[src/rtl/serial_adder_fa.sv]
// Single-bit full-adder cell.
// Combinational slice sequenced by serial_adder.
module FullAdder (
   input  logic a,
   input  logic b,
   input  logic c,
   output logic S,
   output logic Cout
);

   // Sum and carry of one bit position
   always_comb begin
      S    = a ^ b ^ c;
      Cout = (a & b) | (c & (a ^ b));
   end

endmodule

[src/rtl/serial_adder.sv]
// Bit-serial adder controller, LSB first.
// One FullAdder cell plus a registered carry replace a ripple chain.
module serial_adder #(
   parameter int WIDTH = 8,
   parameter int CNT_W = $clog2(WIDTH)
) (
   input  logic             clk,
   input  logic             rst,
   input  logic             start,
   input  logic [WIDTH-1:0] op_a,
   input  logic [WIDTH-1:0] op_b,
   input  logic             cin,
   output logic             busy,
   output logic             done,
   output logic [WIDTH-1:0] sum,
   output logic             cout
);

   localparam logic [1:0] IDLE  = 2'd0;
   localparam logic [1:0] SHIFT = 2'd1;
   localparam logic [1:0] DONE  = 2'd2;

   localparam logic [CNT_W-1:0] CNT_LAST = CNT_W'(WIDTH - 1);

   logic [1:0]       state_q, state_d;
   logic [WIDTH-1:0] sa_q, sa_d;
   logic [WIDTH-1:0] sb_q, sb_d;
   logic [WIDTH-1:0] sum_q, sum_d;
   logic [CNT_W-1:0] cnt_q, cnt_d;
   logic             carry_q, carry_d;
   logic             cout_q, cout_d;
   logic             busy_q, busy_d;
   logic             done_q, done_d;

   logic fa_s;
   logic fa_cout;

   FullAdder u_fa (
      .a    (sa_q[0]),
      .b    (sb_q[0]),
      .c    (carry_q),
      .S    (fa_s),
      .Cout (fa_cout)
   );

   // Next-state, shift datapath and registered-output decode
   always_comb begin
      state_d = state_q;
      sa_d    = sa_q;
      sb_d    = sb_q;
      sum_d   = sum_q;
      cnt_d   = cnt_q;
      carry_d = carry_q;
      cout_d  = cout_q;
      unique case (state_q)
         IDLE: begin
            if (start) begin
               sa_d    = op_a;
               sb_d    = op_b;
               carry_d = cin;
               cnt_d   = '0;
               state_d = SHIFT;
            end
         end
         SHIFT: begin
            sum_d   = {fa_s, sum_q[WIDTH-1:1]};
            carry_d = fa_cout;
            sa_d    = sa_q >> 1;
            sb_d    = sb_q >> 1;
            cnt_d   = cnt_q + CNT_W'(1);
            if (cnt_q == CNT_LAST) begin
               cout_d  = fa_cout;
               cnt_d   = '0;
               state_d = DONE;
            end
         end
         DONE: begin
            state_d = IDLE;
         end
         default: begin
            state_d = IDLE;
         end
      endcase
      busy_d = (state_d == SHIFT) || (state_d == DONE);
      done_d = (state_d == DONE);
   end

   // State and datapath registers with synchronous reset
   always_ff @(posedge clk) begin
      if (rst) begin
         state_q <= IDLE;
         sa_q    <= '0;
         sb_q    <= '0;
         sum_q   <= '0;
         cnt_q   <= '0;
         carry_q <= 1'b0;
         cout_q  <= 1'b0;
         busy_q  <= 1'b0;
         done_q  <= 1'b0;
      end else begin
         state_q <= state_d;
         sa_q    <= sa_d;
         sb_q    <= sb_d;
         sum_q   <= sum_d;
         cnt_q   <= cnt_d;
         carry_q <= carry_d;
         cout_q  <= cout_d;
         busy_q  <= busy_d;
         done_q  <= done_d;
      end
   end

   assign busy = busy_q;
   assign done = done_q;
   assign sum  = sum_q;
   assign cout = cout_q;

endmodule

[config.mk]
export PLATFORM = sky130hd
export DESIGN_NAME = serial_adder
export DESIGN_NICKNAME = d
export VERILOG_FILES = /design/src/rtl/serial_adder_fa.sv /design/src/rtl/serial_adder.sv
export SDC_FILE = /design/constraint.sdc
export NUM_CORES = 1
export LEC_CHECK = 0
export ABC_AREA = 0
export CORE_ASPECT_RATIO = 1.4
export CORE_MARGIN = 2
export CORE_UTILIZATION = 44
export DETAILED_ROUTE_END_ITERATION = 16
export GPL_TIMING_DRIVEN = 0
export PLACE_DENSITY = 0.74
export SYNTH_ARGS = -nofsm -noshare
export SYNTH_HDL_FRONTEND = slang
export SYNTH_SLANG_ARGS = --single-unit
[constraint.sdc]
create_clock -name clk -period 1.3 [get_ports clk]
set_input_delay 0.26 -clock clk [delete_from_list [all_inputs] [get_ports clk]]
set_output_delay 0.26 -clock clk [all_outputs]
set_load 0.05 [all_outputs]
* Yosys cells after proc, flatten, opt, wreduce, memory -nomap -nowiden
Index checks and enable logic that the tools add are counted.
Word-level totals: logic and storage cells 37, flip-flop bits (word level) 33, input bits 20
Cells by class: mux-type cells 12, reduce and logical (&&, ||, !) cells 5, $add $sub $neg 1, bitwise logic cells 5, equal/unequal tests 5
Operator list (number):
- case mux 8 bit (2 select lines) | 2
- 2-to-1 mux 8 bit | 2
- 2-to-1 mux 3 bit | 2
- case mux 3 bit (2 select lines) | 1
- == test 2 x 1 -> 1 bit (second input constant) | 2
- 2-to-1 mux 2 bit | 2
- case mux 2 bit (2 select lines) | 1
- AND reduction 2 bit | 2
- adder 3 x 1 -> 3 bit (second input constant) | 1
- == test 3 bit (second input constant) | 1
- bitwise AND 1 bit | 2
- == test 2 bit (second input constant) | 1
- logical NOT 2 bit | 1
- != test 2 bit (second input constant) | 1
- case mux 1 bit (2 select lines) | 1
- nonzero test 2 bit | 1
- XOR 1 bit | 2
- logical OR 1 bit | 1
- 2-to-1 mux 1 bit | 1
- bitwise OR 1 bit | 1

* Logic depth before layout (Yosys ltp)
Gate-level depths: netlist (run 1).
word-level depth 5, mapped depth 6

* By module
A second synthesis (run 1) with hierarchy kept.
Unflattened totals: cell total of the unflattened synthesis 146, area total of the unflattened synthesis 1391.3 µm²
By module, submodules not included:
- serial_adder | area an instance 1371.3 µm², sequential area each 660.6 µm², cells each 145, times used 1
- FullAdder | area an instance 20.0 µm², sequential area each 0.0 µm², cells each 1, times used 1

* Least setup slack after synthesis (run 1)
Ideal clock, no wire load.
path kind reg-to-reg, start point register cnt_q[0], end point register busy_q, in the netlist busy, slack 0.017 ns, data arrival time 1.157 ns, path buffers 0, library setup time 0.126 ns, stages on the path, launching flop included 7, data required time 1.174 ns, path through dfxtp_1 ha_1 ha_1 nand3b_1 inv_1 ha_1 nor2_1
On the way: longest elaborated chain between the ends 5, elaborated cells on any way between the ends 6, classes of those cells eq/ne: 3; mux: 2; reduce/logical: 1
Ends and longest elaborated chain:
- start: declaration | line serial_adder.sv:29 | logic [CNT_W-1:0] cnt_q, cnt_d;
- start signal: assignment | line serial_adder.sv:105 | cnt_q <= cnt_d;
- == test 3 bit * | line serial_adder.sv:71 | if (cnt_q == CNT_LAST) begin
- 2-to-1 mux 2 bit * | line serial_adder.sv:71
- case mux 2 bit (2 select lines) * | line serial_adder.sv:55 | unique case (state_q)
- net state_d[1] | line serial_adder.sv:25 | logic [1:0] state_q, state_d;
- == test 2 x 1 -> 1 bit / == test 2 bit (equally long branches) | line serial_adder.sv:84 | busy_d = (state_d == SHIFT) || (state_d == DONE);
- logical OR 1 bit * | line serial_adder.sv:84
- end signal: assignment | line serial_adder.sv:108 | busy_q <= busy_d;
- end: declaration | line serial_adder.sv:32 | logic busy_q, busy_d;
Mark *: on every way through the listed nets, which the timed path passes. The rest lies on a longest branch. A chain may end at the register's enable or synchronous reset.

* Worst setup path in the final report (run 1)
start point register sum_q[1], in the netlist sum[1], end point output port sum[1]
RTL lines:
- start: declaration | line serial_adder.sv:28 | logic [WIDTH-1:0] sum_q, sum_d;
- start signal: assignment | line serial_adder.sv:104 | sum_q <= sum_d;
- end: declaration | line serial_adder.sv:15 | output logic [WIDTH-1:0] sum,
No word-level cell between the ends.

==> results.py, run 1 <==
metrics = {
    "floorplan": {
        "rows": 24,
        "core_region_area_um2": 3030,
        "die_height_um": 70.1,
        "initial_core_util_pct": 45.3,
        "die_w_um": 51.2,
        "dieArea_um2": 3590,
        "num_io_pins": 31,
    },
    "route": {
        "wl_per_cell_um": 12.1,
        "ant_nets": 0,
        "dr_total_vias": 1146,
        "drt_wl_total_um": 2720,
        "drtIter0Drc": 13,
        "dr.pass1.iters": 4,
        "vias_per_cell": 5.12,
        "drc": 0,
    },
    "clock_network": {
        "cts_tree": "done",
        "clockBufferDepth": 2,
        "cts.sinks": 33,
        "clk_pin_slew_worst_paths_ns": 0.07,
        "cts-buffers-inserted": 5,
        "clock_latency_ns": 0.28,
        "cts_hold_buffers": 0,
        "htreeDepth": 2,
        "cts_root_buf": "clkbuf_8",
    },
    "layout": {
        "seq_area_um2": 664,
        "n_fill_cell": 266,
        "diodes": 0,
        "layout-drive-gt1-share_pct": 20.0,
        "area_growth_pct": 36.5,
        "nets": 208,
        "multi_input_area_um2": 661,
    },
    "sta": {
        "tns_ns": 0,
        "rsz0062_at_grt": "true",
        "fin_ws_ns": 0.0232,
        "maxSlewHeadroom_pct": 70.2,
        "hold_viol": 0,
        "drv_slew": 0,
        "max_freq_mhz": 783,
        "fin_skew_ns": 0.00436,
        "post-route-period-util_pct": 98.2,
        "layout_min_cycle_time_ns": 1.28,
        "setup_viol": 0,
        "tightest_slew_ns": 0.447,
    },
    "worst_setup_path": {
        "slowest_delay_ns": 0.38,
        "reg2reg_depth": 6,
        "worstSetupEndpointType": "output pin",
        "required_ns": 1.04,
        "crit_start": "sum[1]",
        "critPathBufInv": 1,
        "crit_chain": "clkdlybuf4s15_2",
        "worstPathMaxFanout": 3,
        "path_delay_family": "buffers and inverters",
        "critPathSlowestCell": "clkdlybuf4s15_2",
        "setup.worst_path.class": "flop to output pin",
        "reg2reg_slack_ns": 0.05,
        "rr_endpoint": "busy",
        "worstPathArrival_ns": 1.02,
        "crit-reg2reg-launch": "cnt_q[1]",
        "cp-start-kind": "flop",
    },
    "place": {
        "detailedPlace.worstSlack_ns": -0.452,
        "portBuffers": 29,
        "dp_hpwl_um": 1960,
        "place_congestion": 0.753,
    },
    "hold_path": {
        "hold_depth": 2,
        "hp-class": "primary input to flop",
        "min_from": "rst",
        "hold_end": "done",
    },
    "yosys": {
        "synth_cell_type_count": 25,
        "syn_nets": 169,
        "yosysTopAreaCell": "dfxtp_1",
        "yosys_warnings": 0,
        "postSynth.asyncResetShare_pct": 0,
        "synthTopCellsByArea": "dfxtp_1 48%, mux2i_1 11%, a211oi_1 8.2%",
        "syn_area_um2": 1370,
        "synth_top_flop_cell": "dfxtp_1",
        "synth_edf_count": 0,
        "avgSynthCellArea_um2": 9.47,
        "syn_inst": 145,
        "synth_top_area_share_pct": 48.1,
        "ys_seq_area_share_pct": 48.1,
        "ys_seq_elements": 33,
    },
    "global_routing": {
        "antenna_found_initial": 0,
        "grt.total_usage_pct": 16.8,
        "grt_overflow": 0,
        "grt_max_degree": 11,
        "grt_pass1_vias": 1080,
        "grt_pass1_wl_um": 4620,
    },
    "run_status": {
        "outcome": "finished clean",
    },
    "power": {
        "peakVddDrop_uv": 999,
        "p_per_area_nw_per_um2": 1200,
        "p_leak_uw": 0.000744,
    },
    "flow_run": {
        "cap_viol_max_count": 0,
    },
}
==> final cells by class <==
type / instances / share of cell area (%)
clock inverter: 1 / 0.267
clock buffer: 7 / 5.14
inverter: 2 / 0.401
multi-input combinational: 99 / 35.3
buffer: 11 / 4.61
tap: 39 / 2.61
sequential: 33 / 35.5
timing repair buffer: 32 / 16.2
==> report_power, final <==
| part | internal (uW) | switching, uW |
|---|---|---|
| Sequential | 1070 | 34.4 |
| Combinational | 161 | 155 |
| Clock | 478 | 355 |
| Total | 1710 | 544 |
==> layout by cell type (no fill, tap or decap), types with 2 or more instances in the layout <==
master and n:
ha_4 2, mux2i_1 15, nor2_1 22, a22oi_1 3, clkdlybuf4s15_2 6, a21oi_1 10, dfxtp_2 3, buf_2 5
clkdlybuf4s50_1 17, clkdlybuf4s18_2 2, clkbuf_1 4, inv_1 2, buf_6 3, a211oi_1 15, dfxtp_1 30, clkbuf_8 7
nand2_1 20, buf_4 4
==> flip-flops by register name (all words and copies together), names as in the netlist, 2 cells and up <==
register / cells
cnt_q: 3
sa_q: 8
sb_q: 8
state_q: 2
sum: 8
==> worst max path at each step <==
stage / endpoint / cells past startpoint
after floorplan: busy / 6
after global placement: busy / 6
after CTS: busy / 6
after global routing: busy / 6
final: sum[1] / 1
after detailed placement: busy / 6
==> stage by stage <==
step	instances	power (uW)	hold slack, ns	instance area [um^2]	utilization (%)
2_1_floorplan	145	1320	0.408	1370	-
3_3_place_gp	213	1420	0.443	1710	56.4
3_5_place_dp	213	1430	0.457	1710	56.4
4_1_cts	222	2270	0.275	1860	61.4
5_1_grt	224	2350	0.306	1870	61.8
6_report	224	2250	0.273	1870	61.8
==> cells in the mapped netlist, types with 2 or more instances <==
| master | number |
|---|---|
| dfxtp_1 | 33 |
| nor2_1 | 22 |
| nand2_1 | 20 |
| a211oi_1 | 15 |
| mux2i_1 | 15 |
| a21oi_1 | 10 |
| clkbuf_1 | 4 |
| a22oi_1 | 3 |
| buf_2 | 3 |
| ha_1 | 3 |
| buf_6 | 2 |
| inv_1 | 2 |
==> cell families after synthesis <==
logic type | after synthesis | synth area share (%)
compound gates | 31 | 15.4
simple gates | 49 | 15.0
buf+inv | 13 | 6.38
flops | 33 | 48.1
mux | 15 | 10.9
fa+ha+maj | 4 | 4.19
==> timing repair <==
item / CTS / global route
pin swaps: 2 / 1
hold endpoints to repair: 0 / 0
endpoints found under the setup margin: 14 / 10
resized for setup: 41 / 12
buffers inserted: 1 / 2
==> layer usage <==
metal | up-vias | wire length, um | global-route usage, %
li1 | 576 | - | -
met1 | 531 | 1110 | 19.4
met2 | 32 | 1390 | 28.0
met3 | 7 | 157 | 6.20
met4 | 0 | 61 | 6.01
met5 | - | 0 | 0
(Power assumes the default switching activity.)
==> run 2: changes to the inputs <==
- ABC_AREA: 0 -> 1
- ABC_CLOCK_PERIOD_IN_PS: unset -> 1300
- CORE_UTILIZATION: 44 -> 46
- PLACE_DENSITY: 0.74 -> 0.75
==> results.py, run 2 <==
metrics = {
    "worst_setup_path": {
        "cp-start-kind": "flop",
        "setup.worst_path.class": "flop to flop",
        "required_ns": 1.48,
        "reg2reg_slack_ns": 0.01,
        "worstPathMaxFanout": 2,
        "slowest_delay_ns": 0.35,
        "worstPathArrival_ns": 1.47,
        "crit_chain": "ha_4 -> ha_4 -> inv_4 -> nand2_4 -> nand2_2 -> inv_2 -> ha_4 -> nor2_1",
        "rr_endpoint": "busy",
        "reg2reg_depth": 8,
        "critPathSlowestCell": "dfxtp_4",
        "path_common_cell": "ha_4",
        "crit-reg2reg-launch": "cnt_q[1]",
        "worstSetupEndpointType": "flop",
    },
    "power": {
        "p_per_area_nw_per_um2": 1170,
        "peakVddDrop_uv": 1050,
        "p_leak_uw": 0.000974,
    },
    "route": {
        "vias_per_cell": 4.66,
        "dr.pass1.iters": 4,
        "drt_wl_total_um": 3260,
        "ant_nets": 0,
        "drtIter0Drc": 49,
        "wl_per_cell_um": 10.4,
        "dr_total_vias": 1462,
        "drc": 0,
    },
    "run_status": {
        "outcome": "finished clean",
    },
    "floorplan": {
        "dieArea_um2": 3980,
        "core_region_area_um2": 3350,
        "num_io_pins": 31,
        "die_height_um": 73.8,
        "die_w_um": 53.9,
        "rows": 25,
        "initial_core_util_pct": 47.9,
    },
    "yosys": {
        "synthTopCellsByArea": "dfxtp_1 41%, nand2_1 16%, nor2_1 13%",
        "synthTopCellsByCount": "68 x nand2_1, 54 x nor2_1, 33 x dfxtp_1, 23 x inv_1, 18 x nand3_1",
        "ys_seq_area_share_pct": 41.2,
        "ys_seq_elements": 33,
        "synth_top_flop_cell": "dfxtp_1",
        "avgSynthCellArea_um2": 6.85,
        "synth_edf_count": 0,
        "yosys_warnings": 0,
        "syn_inst": 234,
        "postSynth.asyncResetShare_pct": 0,
        "syn_area_um2": 1600,
        "yosysTopAreaCell": "dfxtp_1",
        "synth_cell_type_count": 18,
        "syn_nets": 258,
        "synth_top_area_share_pct": 41.2,
        "yosysMostFrequentCell": "nand2_1",
    },
    "sta": {
        "layout_min_cycle_time_ns": 1.29,
        "max_freq_mhz": 776,
        "hold_viol": 0,
        "maxSlewHeadroom_pct": 81.5,
        "drv_slew": 0,
        "tightest_slew_ns": 0.279,
        "rsz0062_at_grt": "true",
        "fin_skew_ns": 0.00296,
        "setup_viol": 0,
        "post-route-period-util_pct": 99.1,
    },
    "layout": {
        "nets": 298,
        "area_growth_pct": 31.1,
        "mostFrequentLayoutCells": "66 x nand2_1, 54 x nor2_1, 31 x dfxtp_1",
        "n_fill_cell": 308,
        "multi_input_area_um2": 803,
        "layout_commonest_cell": "nand2_1",
        "seq_area_um2": 666,
        "fin_util_pct": 62.8,
        "diodes": 0,
        "instances_no_fill": 314,
        "layout-drive-gt1-share_pct": 20.1,
    },
    "place": {
        "dp_hpwl_um": 2270,
        "place_congestion": 0.793,
        "portBuffers": 29,
        "dp.cells": 303,
    },
    "hold_path": {
        "hold_depth": 2,
        "min_from": "rst",
        "hold_end": "cnt_q[1]",
        "hp-class": "primary input to flop",
    },
    "global_routing": {
        "grt_max_degree": 11,
        "grt_pass1_wl_um": 5250,
        "grt.total_usage_pct": 18.5,
        "antenna_found_initial": 0,
        "grt_overflow": 0,
        "grt_pass1_vias": 1249,
    },
    "flow_run": {
        "cap_viol_max_count": 0,
    },
    "clock_network": {
        "clockBufferDepth": 2,
        "cts_hold_buffers": 0,
        "htreeDepth": 2,
        "cts.sinks": 33,
        "cts_tree": "done",
        "clk_pin_slew_worst_paths_ns": 0.06,
        "clock_latency_ns": 0.29,
        "cts-buffers-inserted": 5,
        "cts_root_buf": "clkbuf_8",
    },
}
## run 2: changes by cell type in the layout (fill, tap and decap cells not counted), sizes merged, moves of 3 or more
cell    before  now
a211oi      15    0
a21oi       10    4
a22oi        3    0
buf         13   21
clkbuf      11    7
inv          2   24
mux2i       15    0
nand2       20   73
nand3        1   18
nor2        22   56
o21ai        0   10
## run 2: worst max-delay path: cells and delay by family (launching register included)
kind	cells	cell delay (ns)
fa+ha+maj	3	0.56
simple gates	3	0.16
flops	1	0.35
buf+inv	2	0.11
## run 2: metal layers
metal,routed length (um),global-route usage (%)
met1,1440,20.0
met2,1600,31.4
met5,0,0
met4,74,9.40
met3,157,5.49
## run 2: final cells by class
cell class | instances | share of cell area (%)
clock buffers | 7 | 4.11
inverters | 24 | 4.41
repair buffers | 33 | 14.4
multi-input cells | 165 | 38.2
flip-flops and latches | 33 | 31.7
well taps | 40 | 2.38
plain buffers | 12 | 4.82
## run 2: worst max-delay path by stage
stage / startpoint / end / depth (start not counted)
after floorplan: cnt_q[0] / busy / 8
after global placement: start / sb_q[4] / 6
after detailed placement: start / sa_q[6] / 6
after CTS: cnt_q[1] / busy / 8
after global routing: cnt_q[1] / busy / 8
final: cnt_q[1] / busy / 8
## run 2: timing repair
action / in CTS / in global routing
pin swaps: 2 / 5
buffers inserted: 0 / 4
endpoints found under the hold margin: 0 / 0
resized for setup: 41 / 17
endpoints found under the setup margin: 13 / 18
## run 2: logic make-up (layout without fill, tap and decap cells)
logic type	count (synthesis)	after routing	share of synthesized area (%)
fa+ha+maj	4	4	3.59
compound gates	14	14	6.01
simple gates	147	147	37.2
flops	33	33	41.2
buf+inv	36	76	11.9
## run 2: power by group
part	internal [uW]	leakage (uW)	total (uW)	switching [uW]
Sequential	1090	0.000273	1130	45.2
Combinational	222	0.000656	537	315
Clock	420	0.0000443	786	366
## run 2: stage by stage
step	total power, uW	area (um^2)	setup TNS (ns)	hold slack [ns]	setup slack (ns)
2_1_floorplan	1520	1610	0	0.436	0.0110
3_3_place_gp	1680	1950	-6.16	0.456	-0.281
3_5_place_dp	1690	1950	-6.04	0.458	-0.274
4_1_cts	2470	2080	0	0.204	0.00423
5_1_grt	2580	2100	-0.0253	0.202	-0.0200
6_report	2460	2100	0	0.195	0.0118
==> run 3: changes to the inputs <==
- SLEW_MARGIN: unset -> 20
==> results of run 3 <==
The final DEF is identical to that of run 2; final timing and power are the same.
